===== config.mk =====
export PLATFORM = sky130hd
export DESIGN_NAME = dmem_responder
export DESIGN_NICKNAME = d
export VERILOG_FILES = /design/src/rtl/raisin64_mem_pkg.sv /design/src/rtl/dmem_word_array.sv /design/src/rtl/dmem_responder.sv
export SDC_FILE = /design/constraint.sdc
export NUM_CORES = 2
export LEC_CHECK = 0
export CORE_UTILIZATION = 40
export CTS_CLUSTER_DIAMETER = 30
export DETAILED_ROUTE_END_ITERATION = 7
export PLACE_DENSITY = 0.55
export SYNTH_ARGS = -nofsm -noshare
export SYNTH_HDL_FRONTEND = slang
export SYNTH_SLANG_ARGS = --single-unit

===== constraint.sdc =====
create_clock -name clk -period 8 [get_ports clk]
set_input_delay 1.6 -clock clk [delete_from_list [all_inputs] [get_ports clk]]
set_output_delay 1.6 -clock clk [all_outputs]
set_load 0.02 [all_outputs]

===== src/rtl/raisin64_mem_pkg.sv =====
// Shared types and constants for the data-memory responder.
// Provides the dmem FSM state enum, word geometry and index-width helper.
package raisin64_mem_pkg;

    typedef enum logic [1:0] {
        IDLE,
        BUSY,
        ACK
    } dmem_state_t;

    localparam int DMEM_WORD_BYTES = 8;
    localparam int DMEM_OFFSET_W   = 3;

    // Word-index width for a storage of num_bytes bytes. A single-word
    // store still gets a 1-bit index so no zero-width vectors appear.
    function automatic int dmem_idx_w(input int num_bytes);
        int w;
        w = $clog2(num_bytes) - DMEM_OFFSET_W;
        return (w < 1) ? 1 : w;
    endfunction

endpackage


===== src/rtl/dmem_word_array.sv =====
// 64-bit word storage: synchronous write, combinational read, no reset.
// Ports: clk, we, idx (word index), wdata (write word), rdata (read word).
module dmem_word_array
    import raisin64_mem_pkg::*;
#(
    parameter int WORDS = 32,
    parameter int IDX_W = 5
) (
    input  logic             clk,
    input  logic             we,
    input  logic [IDX_W-1:0] idx,
    input  logic [63:0]      wdata,
    output logic [63:0]      rdata
);

    logic [63:0] mem [WORDS];

    always_ff @(posedge clk) begin
        if (we) begin
            mem[idx] <= wdata;
        end
    end

    assign rdata = mem[idx];

endmodule


===== src/rtl/dmem_responder.sv =====
// Data-memory target with programmable wait states on a strobe/complete bus.
// Ports: clk, rst (async high), dmem_addr, dmem_din, dmem_rstrobe,
// dmem_wstrobe, dmem_dout (registered), dmem_cycle_complete (1-cycle pulse);
// dmem_fault (registered) only when DMEM_ALIGN_CHECK_EN is defined.
module dmem_responder
    import raisin64_mem_pkg::*;
#(
    parameter int NUM_BYTES   = 256,
    parameter int WAIT_STATES = 0,
    parameter int CNT_W       = 4
) (
    input  logic        clk,
    input  logic        rst,
    input  logic [63:0] dmem_addr,
    input  logic [63:0] dmem_din,
    input  logic        dmem_rstrobe,
    input  logic        dmem_wstrobe,
`ifdef DMEM_ALIGN_CHECK_EN
    output logic        dmem_fault,
`endif
    output logic [63:0] dmem_dout,
    output logic        dmem_cycle_complete
);

    localparam int IDX_W = dmem_idx_w(NUM_BYTES);
    localparam int WORDS = NUM_BYTES / DMEM_WORD_BYTES;
    localparam logic [IDX_W-1:0] IDX_MASK = IDX_W'(WORDS - 1);
    localparam logic [CNT_W-1:0] CNT_INIT = CNT_W'(WAIT_STATES);

    dmem_state_t      state;
    logic [CNT_W-1:0] cnt;
    logic [IDX_W-1:0] lat_idx;
    logic [63:0]      lat_din;
    logic             lat_we;
    logic             lat_mis;
    logic             strobe;
    logic             fire;
    logic             mem_we;
    logic [63:0]      rdata;
    logic [IDX_W-1:0] idx_in;

    assign strobe = dmem_rstrobe | dmem_wstrobe;
    // Access happens on the BUSY cycle whose counter has run out,
    // provided the request is still being held.
    assign fire   = (state == BUSY) && strobe && (cnt == '0);
    assign mem_we = fire && lat_we && !lat_mis;
    assign idx_in = dmem_addr[DMEM_OFFSET_W +: IDX_W] & IDX_MASK;

    wire unused_addr = ^{dmem_addr[63:DMEM_OFFSET_W+IDX_W],
                         dmem_addr[DMEM_OFFSET_W-1:0]};

    dmem_word_array #(
        .WORDS (WORDS),
        .IDX_W (IDX_W)
    ) u_array (
        .clk   (clk),
        .we    (mem_we),
        .idx   (lat_idx),
        .wdata (lat_din),
        .rdata (rdata)
    );

    always_ff @(posedge clk or posedge rst) begin
        if (rst) begin
            state               <= IDLE;
            cnt                 <= '0;
            lat_idx             <= '0;
            lat_din             <= '0;
            lat_we              <= 1'b0;
            lat_mis             <= 1'b0;
            dmem_dout           <= '0;
            dmem_cycle_complete <= 1'b0;
`ifdef DMEM_ALIGN_CHECK_EN
            dmem_fault          <= 1'b0;
`endif
        end else begin
            dmem_cycle_complete <= 1'b0;
`ifdef DMEM_ALIGN_CHECK_EN
            dmem_fault          <= 1'b0;
`endif
            unique case (state)
                IDLE: begin
                    if (strobe) begin
                        lat_idx <= idx_in;
                        lat_din <= dmem_din;
                        lat_we  <= dmem_wstrobe;
`ifdef DMEM_ALIGN_CHECK_EN
                        lat_mis <= (dmem_addr[DMEM_OFFSET_W-1:0] != '0);
`else
                        lat_mis <= 1'b0;
`endif
                        cnt     <= CNT_INIT;
                        state   <= BUSY;
                    end
                end
                BUSY: begin
                    if (!strobe) begin
                        state <= IDLE;
                    end else if (cnt != '0) begin
                        cnt <= cnt - 1'b1;
                    end else begin
                        if (!lat_we && !lat_mis) begin
                            dmem_dout <= rdata;
                        end
`ifdef DMEM_ALIGN_CHECK_EN
                        dmem_fault <= lat_mis;
`endif
                        dmem_cycle_complete <= 1'b1;
                        state               <= ACK;
                    end
                end
                ACK: begin
                    state <= IDLE;
                end
                default: begin
                    state <= IDLE;
                end
            endcase
        end
    end

endmodule

==> run summary <==
Final TNS setup -> 0 ns
placed cell area -> 87600 um2
detailed-route via count -> 42100
clk_skew -> 0.0831 ns
Slew HR -> 15.5%
grt ovf -> 0
required time of the critical path -> 8.54 ns
Yosys cell types -> 51
Syn Std Cell Area -> 82700 um2
share of power burned in registers -> 38.8%
I/O Buffers -> 137
cts repair resizes -> 0
IO Count -> 197
Final #Nets -> 4604
DIE WIDTH -> 457 um
Avg Inst Size Synth -> 20.7 um2
Yosys warning total -> 0
Placement Setup Slack -> 1.79 ns
Sw Share -> 28.4%
Tightest Hold Check Type -> reg2reg
ys flop type -> edfxtp_1
minimum clock period -> 5.24 ns
max-slew violations -> 0
Layout area overhead -> 24.6%
filler cell count -> 16300
vias in the first global route -> 43800
DRT Wirelength -> 220 mm
area occupied by multi-input gates -> 16700 um2
CP startpoint kind -> input port
peak supply drop -> 0.289 mV
Clk pwr share -> 43.6%
unrepaired setup endpoints after global routing -> no
Iter 0 DRT Violations -> 3558
Avg Vias per Cell -> 5.59
Die H -> 457 um
clock-pin slew on the worst setup and hold paths -> 0.04 ns
TritonCTS clock tree -> yes
P_sw -> 12.2 mW
Leak -> 34.3 nW
Peak Freq -> 191 MHz
cts-stage hold buffer count -> 0
initial antenna violation count -> 4
die area -> 209000 um2
number of synthesized flops with an enable pin -> 2048
#FFs+latches synth -> 2189
largest net degree at the start of global routing -> 108
Final setup viols -> 0
drc violations -> 0
Max Cap Viol -> 0
syn_nets -> 4124
Placer Congestion -> 0.752
share of layout cells above drive strength 1 -> 25.7%
TritonCTS Buffers -> 456
CTS Sinks -> 2189
first-pass iteration count of the detailed router -> 5
Worst EP arrival -> 5.78 ns
pwr dens -> 416 nW/um2
CORE AREA -> 205000 um2
critical path class -> in2reg
antenna viol nets, final -> 0
Final WS setup -> 2.76 ns
fin area -> 103000 um2
WL met1 -> 94.5 mm
highest routed layer -> met4
Fin. Hold Viols -> 0
Post-CTS Setup Bufs -> 0
met3 routed WL -> 13.6 mm
# rows -> 166
FFs w/ async S/R, synth -> 6.44%
Logic pwr share -> 17.6%
Seq/Total Area, Yosys -> 78.6%
Synth Instances -> 3991
Initial Utilization -> 40.3%
global-route wire length before repair -> 315 mm
Wirelength per Cell -> 29.3 um
H-tree depth -> 5
Clock Latency Late Sink -> 0.96 ns
status -> finished, final reports clean
routed length on met2 -> 108 mm
Total GRT Usage -> 21.1%
most frequent cells in the layout -> 2048 x edfxtp_1, 481 x mux2i_1, 462 x clkbuf_16
commonest non-fill, non-tap cell in the layout -> edfxtp_1
worst-case clock buffer depth -> 4
fin crit share -> 65.5%
internal power -> 30.7 mW
Register Area -> 65000 um2
Slew @ Worst Pin -> 1.26 ns
crit end category -> flip-flop
worst-path fanout max -> 21
Root Driver -> clkbuf_16
HPWL Detailed -> 116 mm
-- through the flow --
step	hold slack (ns)	util [%]	std cells	power (mW)
final	0.551	50.3	7535	42.9
after global routing	0.578	50.3	7532	44.4
after CTS	0.562	50.3	7531	43.3
after detailed placement	0.554	42.7	6701	24.5
after global placement	0.524	42.7	6701	24.4
after floorplan	0.497	-	3991	21.1
-- flip-flops by register name (all words and copies together), names as in the netlist --
register,flops
cnt,4
dmem_cycle_complete,1
dmem_dout,64
lat_din,64
lat_idx,5
lat_we,1
state,2
u_array.mem,2048
-- final timing paths --
kind                                          from                             to  slack, ns  cells past startpoint
worst max register to register  cnt[0]$_DFFE_PP0P_  u_array.mem[20][52]$_DFFE_PP_       3.20                      7
max in group asynchronous                      rst      dmem_dout[52]$_DFFE_PP0P_       5.72                      3
worst min register to register  cnt[3]$_DFFE_PP0P_             cnt[3]$_DFFE_PP0P_       0.55                      2
worst max-delay path                  dmem_wstrobe  u_array.mem[20][52]$_DFFE_PP_       2.76                      6
min in group asynchronous                      rst        lat_din[26]$_DFFE_PP0P_       1.09                      2
worst min-delay path            cnt[3]$_DFFE_PP0P_             cnt[3]$_DFFE_PP0P_       0.55                      2
-- area by class of cell --
type	count	share of cell area [%]
timing repair buffer	244	2.38
sequential	2189	63.1
antenna	4	0.00971
inverter	5	0.0255
multi-input combinational	1575	16.2
clock buffer	554	11.8
tap	2688	3.26
clock inverter	276	3.18
-- logic make-up after synthesis --
| group | count (synthesis) | share of synthesized area [%] |
|---|---|---|
| and+or+nand+nor | 287 | 1.80 |
| buffers and inverters | 227 | 1.59 |
| AOI/OAI and AO/OA | 458 | 3.72 |
| xor gates and xnor gates | 2 | 0.0212 |
| DFF | 2189 | 78.6 |
| muxes | 827 | 14.2 |
| adders and majority gates | 1 | 0.0151 |
-- synthesized netlist by cell type, types with 3 or more instances --
library cell	number	area (um2)
a21oi_1	55	275
a221oi_1	45	394
a221oi_2	4	60.1
a22o_1	28	245
a22oi_1	40	300
a31oi_1	71	444
and2_1	7	43.8
buf_1	5	18.8
buf_2	107	536
buf_4	40	300
buf_6	24	270
clkbuf_1	46	173
dfrtp_1	141	3530
edfxtp_1	2048	61500
inv_1	4	15.0
mux2_2	74	833
mux2i_1	481	4810
mux4_2	272	6130
nand2_1	62	233
nand2b_1	4	25.0
nand4_1	4	25.0
nand4bb_1	5	56.3
nor2_1	107	402
nor2b_1	9	56.3
nor3_1	4	20.0
nor4_1	26	163
o2111ai_1	6	52.6
o21ai_0	6	30.0
o22ai_1	200	1250
or3_1	24	150
or4_1	13	97.6
or4b_1	3	30.0
-- power groups by stage --
| stage | combinational [mW] | sequential, mW | clock (mW) |
|---|---|---|---|
| floorplan | 5.08 | 16.0 | 0 |
| global placement | 7.58 | 16.8 | 0 |
| detailed placement | 7.60 | 16.9 | 0 |
| CTS | 7.63 | 16.7 | 19.0 |
| global route | 7.99 | 16.9 | 19.5 |
| finish | 7.53 | 16.7 | 18.7 |
-- worst max-delay path: stages --
cell and delay (ns):
clkdlybuf4s50_1 0.47, o21bai_1 0.18, nor2b_1 0.77, nand4_1 0.97, nor2_4 1.22, buf_4 0.50
-- routing by layer --
| layer | vias to the layer above | global-route usage [%] |
|---|---|---|
| met5 | - | 0 |
| met4 | 0 | 6.29 |
| met3 | 319 | 3.93 |
| met2 | 1512 | 34.3 |
| met1 | 22500 | 28.8 |
| li1 | 17800 | - |
Power figures use the tool's default switching activity.
